--- config.mk ---
export PLATFORM = sky130hd
export DESIGN_NAME = instr_split_fifo_flat
export DESIGN_NICKNAME = d
export VERILOG_FILES = /design/src/rtl/instr_split_if.sv /design/src/rtl/instr_split_fifo.sv /design/src/flat_wrapper.sv
export SDC_FILE = /design/constraint.sdc
export NUM_CORES = 1
export LEC_CHECK = 0
export BUFFER_PORTS_ARGS = -buffer_cell sky130_fd_sc_hd__buf_2
export CAP_MARGIN = 5
export CORE_MARGIN = 3
export CORE_UTILIZATION = 45
export DETAILED_ROUTE_END_ITERATION = 10
export HOLD_SLACK_MARGIN = 0.12
export PLACE_DENSITY = 0.67
export SYNTH_ARGS = -nofsm -noshare
export SYNTH_HDL_FRONTEND = slang
export SYNTH_HIERARCHICAL = 1
export SYNTH_SLANG_ARGS = --single-unit
export TNS_END_PERCENT = 10
--- constraint.sdc ---
create_clock -name clk -period 4.3 [get_ports clk]
set_clock_uncertainty 0.1 [all_clocks]
set_input_delay 0.215 -clock clk [delete_from_list [all_inputs] [get_ports clk]]
set_output_delay 0.215 -clock clk [all_outputs]
set_load 0.05 [all_outputs]
--- src/rtl/instr_split_if.sv ---
// Host/dispatcher-facing bus of instr_split_fifo: push port, two FIFO head ports, occupancy status.
interface instr_split_if #(parameter int ADDR_W = 4);
    logic              flush;
    logic              in_valid;
    logic              in_ready;
    logic [31:0]       in_instr;
    logic              out_en0;
    logic              out_ack0;
    logic [31:0]       out_instr0;
    logic              out_en1;
    logic              out_ack1;
    logic [31:0]       out_instr1;
    logic [ADDR_W:0]   count0;
    logic [ADDR_W:0]   count1;
    logic [ADDR_W:0]   hwm;

    modport master (
        output flush, in_valid, in_instr, out_ack0, out_ack1,
        input  in_ready, out_en0, out_instr0, out_en1, out_instr1, count0, count1, hwm
    );
    modport slave (
        input  flush, in_valid, in_instr, out_ack0, out_ack1,
        output in_ready, out_en0, out_instr0, out_en1, out_instr1, count0, count1, hwm
    );
endinterface

--- src/rtl/instr_split_fifo.sv ---
// Two-bank instruction FIFO: word k goes to bank k%2, each bank drains independently (FWFT).
// Optional peak-occupancy tracking on hwm is enabled by defining INSTR_SPLIT_STATS_EN.
module instr_split_bank #(
    parameter int ADDR_W = 4,
    parameter int DEPTH  = 16
) (
    input  logic              clk,
    input  logic              rst,
    input  logic              clr,
    input  logic              push,
    input  logic              pop,
    input  logic [31:0]       wdata,
    output logic [31:0]       rdata,
    output logic [ADDR_W:0]   count
);
    logic [31:0]       mem [DEPTH];
    logic [ADDR_W-1:0] wr_ptr;
    logic [ADDR_W-1:0] rd_ptr;

    // Storage is deliberately left unreset; pointers and count define validity.
    always_ff @(posedge clk) begin
        if (push) mem[wr_ptr] <= wdata;
    end

    always_ff @(posedge clk) begin
        if (rst || clr) begin
            wr_ptr <= '0;
            rd_ptr <= '0;
            count  <= '0;
        end else begin
            if (push) wr_ptr <= wr_ptr + 1'b1;
            if (pop)  rd_ptr <= rd_ptr + 1'b1;
            case ({push, pop})
                2'b10:   count <= count + 1'b1;
                2'b01:   count <= count - 1'b1;
                default: count <= count;
            endcase
        end
    end

    assign rdata = mem[rd_ptr];
endmodule

module instr_split_fifo #(
    parameter int ADDR_W = 4,
    parameter int DEPTH  = 16
) (
    input  logic            clk,
    input  logic            rst,
    instr_split_if.slave    bus
);
    localparam logic [ADDR_W:0] FULL = (ADDR_W+1)'(DEPTH);

    logic                   wr_sel;
    logic                   accept;
    logic [1:0]             push;
    logic [1:0]             pop;
    logic [1:0]             ack;
    logic [1:0][31:0]       rdata;
    logic [1:0][ADDR_W:0]   count;

    // Readiness looks only at registered occupancy, so an ack frees space a cycle later.
    assign bus.in_ready = ~bus.flush & (count[wr_sel] != FULL);
    assign accept       = bus.in_valid & bus.in_ready;
    assign ack          = {bus.out_ack1, bus.out_ack0};

    always_ff @(posedge clk) begin
        if (rst || bus.flush) wr_sel <= 1'b0;
        else if (accept)      wr_sel <= ~wr_sel;
    end

    for (genvar b = 0; b < 2; b++) begin : g_bank
        assign push[b] = accept & (wr_sel == 1'(b));
        assign pop[b]  = (count[b] != '0) & ack[b];

        instr_split_bank #(.ADDR_W(ADDR_W), .DEPTH(DEPTH)) u_bank (
            .clk   (clk),
            .rst   (rst),
            .clr   (bus.flush),
            .push  (push[b]),
            .pop   (pop[b]),
            .wdata (bus.in_instr),
            .rdata (rdata[b]),
            .count (count[b])
        );
    end

    assign bus.out_en0    = (count[0] != '0);
    assign bus.out_en1    = (count[1] != '0);
    assign bus.out_instr0 = rdata[0];
    assign bus.out_instr1 = rdata[1];
    assign bus.count0     = count[0];
    assign bus.count1     = count[1];

`ifdef INSTR_SPLIT_STATS_EN
    logic [ADDR_W:0] hwm_q;
    logic [ADDR_W:0] peak;

    assign peak = (count[0] > count[1]) ? count[0] : count[1];

    // Flush leaves the peak intact; only reset clears it.
    always_ff @(posedge clk) begin
        if (rst)               hwm_q <= '0;
        else if (peak > hwm_q) hwm_q <= peak;
    end

    assign bus.hwm = hwm_q;
`else
    assign bus.hwm = '0;
`endif
endmodule

--- src/flat_wrapper.sv ---
// flat-port wrapper written by rule: the top's interface ports become plain ports
module instr_split_fifo_flat 
#(
    parameter int ADDR_W = 4,
    parameter int DEPTH  = 16
)
  (clk, rst, bus_flush, bus_in_valid, bus_in_instr, bus_out_ack0, bus_out_ack1, bus_in_ready, bus_out_en0, bus_out_instr0, bus_out_en1, bus_out_instr1, bus_count0, bus_count1, bus_hwm);
  instr_split_if #(.ADDR_W(ADDR_W)) bus_i ();
  input  logic clk;
  input  logic rst;
  input wire logic [$bits(bus_i.flush)-1:0] bus_flush;
  input wire logic [$bits(bus_i.in_valid)-1:0] bus_in_valid;
  input wire logic [$bits(bus_i.in_instr)-1:0] bus_in_instr;
  input wire logic [$bits(bus_i.out_ack0)-1:0] bus_out_ack0;
  input wire logic [$bits(bus_i.out_ack1)-1:0] bus_out_ack1;
  output wire logic [$bits(bus_i.in_ready)-1:0] bus_in_ready;
  output wire logic [$bits(bus_i.out_en0)-1:0] bus_out_en0;
  output wire logic [$bits(bus_i.out_instr0)-1:0] bus_out_instr0;
  output wire logic [$bits(bus_i.out_en1)-1:0] bus_out_en1;
  output wire logic [$bits(bus_i.out_instr1)-1:0] bus_out_instr1;
  output wire logic [$bits(bus_i.count0)-1:0] bus_count0;
  output wire logic [$bits(bus_i.count1)-1:0] bus_count1;
  output wire logic [$bits(bus_i.hwm)-1:0] bus_hwm;
  assign bus_i.flush = bus_flush;
  assign bus_i.in_valid = bus_in_valid;
  assign bus_i.in_instr = bus_in_instr;
  assign bus_i.out_ack0 = bus_out_ack0;
  assign bus_i.out_ack1 = bus_out_ack1;
  assign bus_in_ready = bus_i.in_ready;
  assign bus_out_en0 = bus_i.out_en0;
  assign bus_out_instr0 = bus_i.out_instr0;
  assign bus_out_en1 = bus_i.out_en1;
  assign bus_out_instr1 = bus_i.out_instr1;
  assign bus_count0 = bus_i.count0;
  assign bus_count1 = bus_i.count1;
  assign bus_hwm = bus_i.hwm;
  instr_split_fifo #(.ADDR_W(ADDR_W), .DEPTH(DEPTH)) u_core (.clk(clk), .rst(rst), .bus(bus_i));
endmodule
; ---- Word level (Yosys, flattened, before mapping)
; Memory sizes are Yosys's and may differ from the RTL's. A register that Yosys moved wholly into a read port is not among the register bits.
; Index checks and enable logic that the tools add are counted.
; Widths: inputs -> output; s select.
[classes]
n_addsub = 8
order_cmp = 1
n_eq_ne = 5
muxes = 12
n_bitwise = 8
n_reduce_logical = 5
[ops]
columns = cell, n
row1 = $pmux 5 s2, 2
row2 = $add 4x1->4 const B, 4
row3 = $mux 4, 4
row4 = $add 5x1->5 const B, 2
row5 = $mux 5, 2
row6 = $reduce_bool 5->1, 2
row7 = $sub 5x1->5 const B, 2
row8 = $and 1x1->1, 6
row9 = $ne 5x5->1 const B, 1
row10 = $eq 2x1->1 const B, 2
row11 = $eq 2x2->1 const B, 2
row12 = $mux 1, 4
row13 = $reduce_bool 2->1, 2
row14 = $lt 1x2->1 const B, 1
row15 = $not 1->1, 2
row16 = $logic_or 1x1->1, 1
[totals]
register_bits = 27
mem_bits_rw = 1024
in_bits = 38
elab_cells = 48
memories = 2
[mem_list]
columns = name, depth, word_bits, read_ports, rd_ports_with_merged_regs, wr, line
row1 = u_core.g_bank[0].u_bank.mem, 16, 32, 1, 1, 1, instr_split_fifo.sv:16  ; logic [31:0] mem [DEPTH];
row2 = u_core.g_bank[1].u_bank.mem, 16, 32, 1, 1, 1, instr_split_fifo.sv:16

; ---- Longest topological paths before layout
[logic_depth]
depth_word = 8
ltp_mapped = 13
ltp_nobuf = 11

; ---- Modules after synthesis
; The synthesis kept the hierarchy.
[by_module_without_submodules]
columns = mod, n_inst, cells_each, area_each_um2, seq_area_each_um2
row1 = instr_split_bank (u_core.g_bank[0].u_bank), 1, 890, 20026.7, 15715.1
row2 = instr_split_bank (u_core.g_bank[1].u_bank), 1, 890, 20025.5, 15715.1
row3 = instr_split_fifo, 1, 23, 166.4, 20.0

; ---- Worst setup path before layout
; Ideal clock, no wire load.
[synth_path]
path_kind = flip-flop to flip-flop
from = register u_core.g_bank[1].u_bank.count[2]
to = register u_core.g_bank[1].u_bank.count[2]
setup_ns = 0.070
arrival_ns = 3.129
required_time_ns = 4.130
slack_ns = 1.001
path_stages_with_launch = 12
period_less_slack_ns = 3.299
path_cell_list = dfxtp_1 nor4_1 nand2b_1 and2_1 ha_1 clkbuf_1 xor2_1 ha_1 a21oi_1 xor2_1 or3_1 a21oi_1
[synth_rtl]
columns = element, line
row1 = "start, declared", instr_split_fifo.sv:14  ; output logic [ADDR_W:0] count
row2 = "start signal, assigned", instr_split_fifo.sv:34  ; 2'b10: count <= count + 1'b1;
row3 = "start signal, assigned", instr_split_fifo.sv:35  ; 2'b01: count <= count - 1'b1;
row4 = "start signal, assigned", instr_split_fifo.sv:36  ; default: count <= count;
row5 = $reduce_bool 5->1 *, n/a
row6 = net bus_out_en1, flat_wrapper.sv:19  ; output wire logic [$bits(bus_i.out_en1)-1:0] bus_out_en1;
row7 = $and 1x1->1 *, instr_split_fifo.sv:74  ; assign pop[b] = (count[b] != '0) & ack[b];
row8 = net u_core.pop[1], instr_split_fifo.sv:57  ; logic [1:0] pop;
row9 = $eq 2x1->1 / $eq 2x2->1 (equally long branches), instr_split_fifo.sv:33  ; case ({push, pop})
row10 = $pmux 5 s2 / $reduce_bool 2->1 (equally long branches), n/a
; Mark *: on every way through the listed nets, which the timed path passes. The rest lies on a longest branch. The select of a mux whose other input is x is not followed.
; A chain may end at the register's enable or synchronous reset.

; ---- Worst setup path after layout
[layout_path]
from = register u_core.g_bank[0].u_bank.count[2]
to = register u_core.g_bank[0].u_bank.count[2]
[layout_via]
elab_chain_cells = 8
[layout_lines]
columns = element, line
row1 = "start, declared", instr_split_fifo.sv:14
row2 = "start signal, assigned", instr_split_fifo.sv:34
row3 = "start signal, assigned", instr_split_fifo.sv:35
row4 = "start signal, assigned", instr_split_fifo.sv:36
row5 = $mux 5 (not written as such) * (2 in series), instr_split_fifo.sv:63  ; assign bus.in_ready = ~bus.flush & (count[wr_sel] != FULL);
row6 = $ne 5x5->1 *, instr_split_fifo.sv:63
row7 = $and 1x1->1 *, instr_split_fifo.sv:63
row8 = $and 1x1->1 *, instr_split_fifo.sv:64  ; assign accept = bus.in_valid & bus.in_ready;
row9 = $and 1x1->1 *, instr_split_fifo.sv:73  ; assign push[b] = accept & (wr_sel == 1'(b));
row10 = net u_core.push[0], instr_split_fifo.sv:56  ; logic [1:0] push;
row11 = $eq 2x1->1 / $eq 2x2->1 (equally long branches), instr_split_fifo.sv:33
row12 = $pmux 5 s2 / $reduce_bool 2->1 (equally long branches), n/a
; Marks and branches as above.

==> results_tabular.tex <==
\begin{tabular}{lr}
\hline
Metric & Value \\
\hline
\multicolumn{2}{l}{\textbf{Synthesis}} \\
\quad Syn Std Cell Area & 40200 µm² \\
\quad Average cell area after synthesis & 22.3 µm² \\
\quad Count of synthesis-stage warnings from yosys & 6 \\
\quad Asr flop ratio synth & 0 \\
\quad Count of state elements after synthesis & 1059 \\
\quad Distinct cell type count of the synthesized netlist & 40 \\
\quad Number of synthesized flops with an enable pin & 1024 \\
\quad Number of cells produced by synthesis & 1803 \\
\quad Main synth FF type & edfxtp\_1 \\
\quad Seq/Total Area, Yosys & 0.782 \\
\multicolumn{2}{l}{\textbf{Drt}} \\
\quad Number of nets with antenna violations after detailed routing & 0 \\
\quad WL final & 85.8 mm \\
\quad Detail-routed net length per standard cell & 26.4 µm \\
\quad Avg Vias per Cell & 5.81 \\
\quad 1st-iter DRT viols & 1651 \\
\quad Via Count & 18900 \\
\quad Number of design rule violations left after detail routing & 0 \\
\quad Router iterations before antenna repair & 5 \\
\multicolumn{2}{l}{\textbf{Place}} \\
\quad Placer Congestion & 0.794 \\
\quad Post-place instance area & 42300 µm² \\
\quad Placed instance count & 3028 \\
\quad I/O Buffers & 114 \\
\quad Half-perimeter wire length after detailed placement & 48.8 mm \\
\quad Worst setup slack before clock tree synthesis & 874 ps \\
\multicolumn{2}{l}{\textbf{Die}} \\
\quad Initial Util & 0.454 \\
\quad Chip Width & 305 µm \\
\quad Standard-cell rows & 109 \\
\quad Die height & 305 µm \\
\quad Count of pins on the block boundary & 120 \\
\quad Die Area & 93000 µm² \\
\quad Core region area & 88500 µm² \\
\multicolumn{2}{l}{\textbf{Layout}} \\
\quad Final-stage net count & 2062 \\
\quad Commonest non-fill, non-tap cells in the layout & edfxtp\_1 (1024), mux4\_2 (256), a22oi\_1 (128), buf\_2 (114), clkbuf\_16 (104) \\
\quad Commonest non-fill, non-tap cell in the layout & edfxtp\_1 \\
\quad Area growth from synthesis to final layout & 14.1\% \\
\quad Fraction of final layout cells sized beyond drive strength 1 & 0.289 \\
\quad Utilization after layout & 0.519 \\
\quad Final Non-Filler Cells & 3257 \\
\quad Finished Cell Area & 45900 µm² \\
\multicolumn{2}{l}{\textbf{Timing}} \\
\quad Upper clock frequency limit & 0.288 GHz \\
\quad TNS Setup & 0 ps \\
\quad Minimum clock period after layout & 3470 ps \\
\quad Smallest setup slack after layout & 829 ps \\
\quad Measured slew at the worst slew-check pin & 1160 ps \\
\quad Total setup violations reported at the end of the flow & 0 \\
\quad Hold slack final & 380 ps \\
\quad Slew HR & 0.229 \\
\quad Final number of max-transition violations & 0 \\
\quad Total count of hold-check failures in the final report & 0 \\
\quad Part of the cycle the worst path needs & 0.807 \\
\quad Setup repair after global routing missed its margin & no \\
\multicolumn{2}{l}{\textbf{Setup path}} \\
\quad Logic depth of the worst setup path including buffers & 12 \\
\quad Max stage delay on crit path & 580 ps \\
\quad Worst endpoint data arrival time & 3940 ps \\
\quad Buf/Inv on CP & 2 \\
\quad Cell class contributing the biggest share of worst-path delay & simple AND/OR/NAND/NOR gates \\
\quad Cells on worst reg2reg path & 12 \\
\quad Cell-by-cell listing of the critical path & or4\_1, o21bai\_1, nor3b\_1, buf\_4, inv\_1, ha\_1, xor2\_1, ha\_1, a21oi\_1, xor2\_1, or3\_1, a21oi\_1 \\
\quad Reg-to-reg critical path startpoint & u\_core/g\_bank[0].u\_bank/count[2] \\
\quad Kind of capture point of the worst setup path & flop \\
\quad Kind of critical path & reg2reg \\
\quad Critical path startpoint category & flop \\
\quad Slowest cell on the critical path & or4\_1 \\
\quad Critical R2R Capture & u\_core/g\_bank[0].u\_bank/count[2] \\
\quad Required time reported for the critical path endpoint & 4770 ps \\
\quad Flop2flop setup slack & 830 ps \\
\quad Crit Path Max Fanout & 10 \\
\quad Crit path to & u\_core/g\_bank[0].u\_bank/count[2] \\
\quad Start point of the critical path & u\_core/g\_bank[0].u\_bank/count[2] \\
\multicolumn{2}{l}{\textbf{Power}} \\
\quad Cell Pwr Density & 445 nW/µm² \\
\quad Final total power & 20.4 mW \\
\quad Maximum resistive drop on vdd & 0.307 mV \\
\quad Leakage Power & 14.4 nW \\
\multicolumn{2}{l}{\textbf{CTS}} \\
\quad Number of buffers added by the clock tree synthesis step & 103 \\
\quad Resized Gates After CTS & 0 \\
\quad Maximum count of clock buffers along a single path & 3 \\
\quad Clock-pin slew of the registers on the worst-case setup and hold paths & 60 ps \\
\quad Clk\_lat worst skew & 640 ps \\
\quad Hold buffer count at CTS & 38 \\
\quad Num Clock Sinks & 1059 \\
\quad Clock tree from TritonCTS & built \\
\quad Root Buffer Master & clkbuf\_16 \\
\quad CTS HTree Levels & 3 \\
\quad Number of setup buffers added after CTS & 0 \\
\multicolumn{2}{l}{\textbf{Global routing}} \\
\quad Global-route congestion overflow total & 0 \\
\quad Wire length of the first global-routing pass & 129 mm \\
\quad GRT Total Usage & 0.186 \\
\quad Initial antenna violation count & 2 \\
\quad Vias in the first global route & 20000 \\
\quad Largest net degree at the start of global routing & 54 \\
\multicolumn{2}{l}{\textbf{Run}} \\
\quad Number of max-cap violations & 0 \\
\multicolumn{2}{l}{\textbf{Hold path}} \\
\quad Classification of the worst-slack hold path & in2reg \\
\multicolumn{2}{l}{\textbf{Status}} \\
\quad Run status & finished, final reports clean \\
\hline
\end{tabular}
[worst reg2reg max path, stage by stage, from the launching register on]
cell and delay [ps]:
dfxtp_1 390, or4_1 580, o21bai_1 280, nor3b_1 130, buf_4 180, inv_1 150
ha_1 380, xor2_1 240, ha_1 260, a21oi_1 70, xor2_1 170, or3_1 330
a21oi_1 150
[report_power, final]
group / total [mW] / internal [mW] / switching (mW)
clock network: 8.64 / 4.98 / 3.67
registers: 11.3 / 11.3 / 0.0121
logic: 0.454 / 0.118 / 0.336
total: 20.4 / 16.4 / 4.02
[synthesized netlist by cell type (4+ instances only)]
cell	n	share of area
edfxtp_1	1024	0.76
mux4_2	256	0.14
a22oi_1	128	0.024
nand2_1	75	0.0070
clkbuf_1	44	0.0041
and2_1	35	0.0054
dfxtp_1	35	0.017
nor2_1	31	0.0029
buf_4	23	0.0043
buf_1	19	0.0018
ha_1	18	0.0056
xor2_1	16	0.0035
buf_2	15	0.0019
mux2i_1	10	0.0025
nor3_1	7	0.00087
inv_1	6	0.00056
nor3b_1	5	0.00093
xnor2_1	5	0.0011
a21oi_1	4	0.00050
nand4_1	4	0.00062
nor2b_1	4	0.00062
o21ai_0	4	0.00050
or3_1	4	0.00062
[per-layer routing]
layer  global-route usage  share of wire
met1                0.249           0.40
met4               0.0450          0.018
met5                    0              0
met2                0.324           0.52
met3               0.0278          0.053
[cells by family (layout without fill, tap and decap cells)]
| kind of cell | count (synthesis) | after routing | synth area share |
|---|---|---|---|
| buf+inv | 107 | 390 | 0.0126 |
| flops | 1059 | 1059 | 0.782 |
| mux | 266 | 266 | 0.146 |
| fa+ha+maj | 18 | 18 | 0.00560 |
| simple gates | 183 | 183 | 0.0222 |
| other cells | 1 | 7 | 0.0000932 |
| xor+xnor | 21 | 21 | 0.00457 |
| compound gates | 148 | 148 | 0.0271 |
[state kept, by name, summed over array words and instances (netlist names), named ones only]
| register | cells |
|---|---|
| u_core/g_bank.u_bank/rd_ptr | 8 |
| u_core/g_bank.u_bank/mem | 1024 |
| u_core/g_bank.u_bank/wr_ptr | 8 |
| u_core/wr_sel | 1 |
| u_core/g_bank.u_bank/count | 10 |
[how the worst min path moves through the flow]
stage	from	end	slack [ps]	cells after the start
after detailed placement	rst	u_core/wr_sel	360	2
after global routing	rst	u_core/g_bank[1].u_bank/count[4]	390	4
after floorplan	rst	u_core/wr_sel	190	1
after CTS	rst	u_core/g_bank[1].u_bank/count[4]	350	4
final	rst	u_core/g_bank[1].u_bank/count[4]	380	4
after global placement	rst	u_core/wr_sel	350	2
[area by class of cell]
| cell class | count | area, µm² |
|---|---|---|
| diodes | 2 | 5.00 |
| clock buffers | 133 | 2740 |
| clock inverters | 56 | 507 |
| fillers | 6801 | 42600 |
| inverters | 6 | 22.5 |
| multi-input cells | 641 | 8360 |
| flip-flops and latches | 1059 | 31500 |
| well taps | 1165 | 1460 |
| repair buffers | 195 | 1340 |
(Power assumes the default switching activity.)
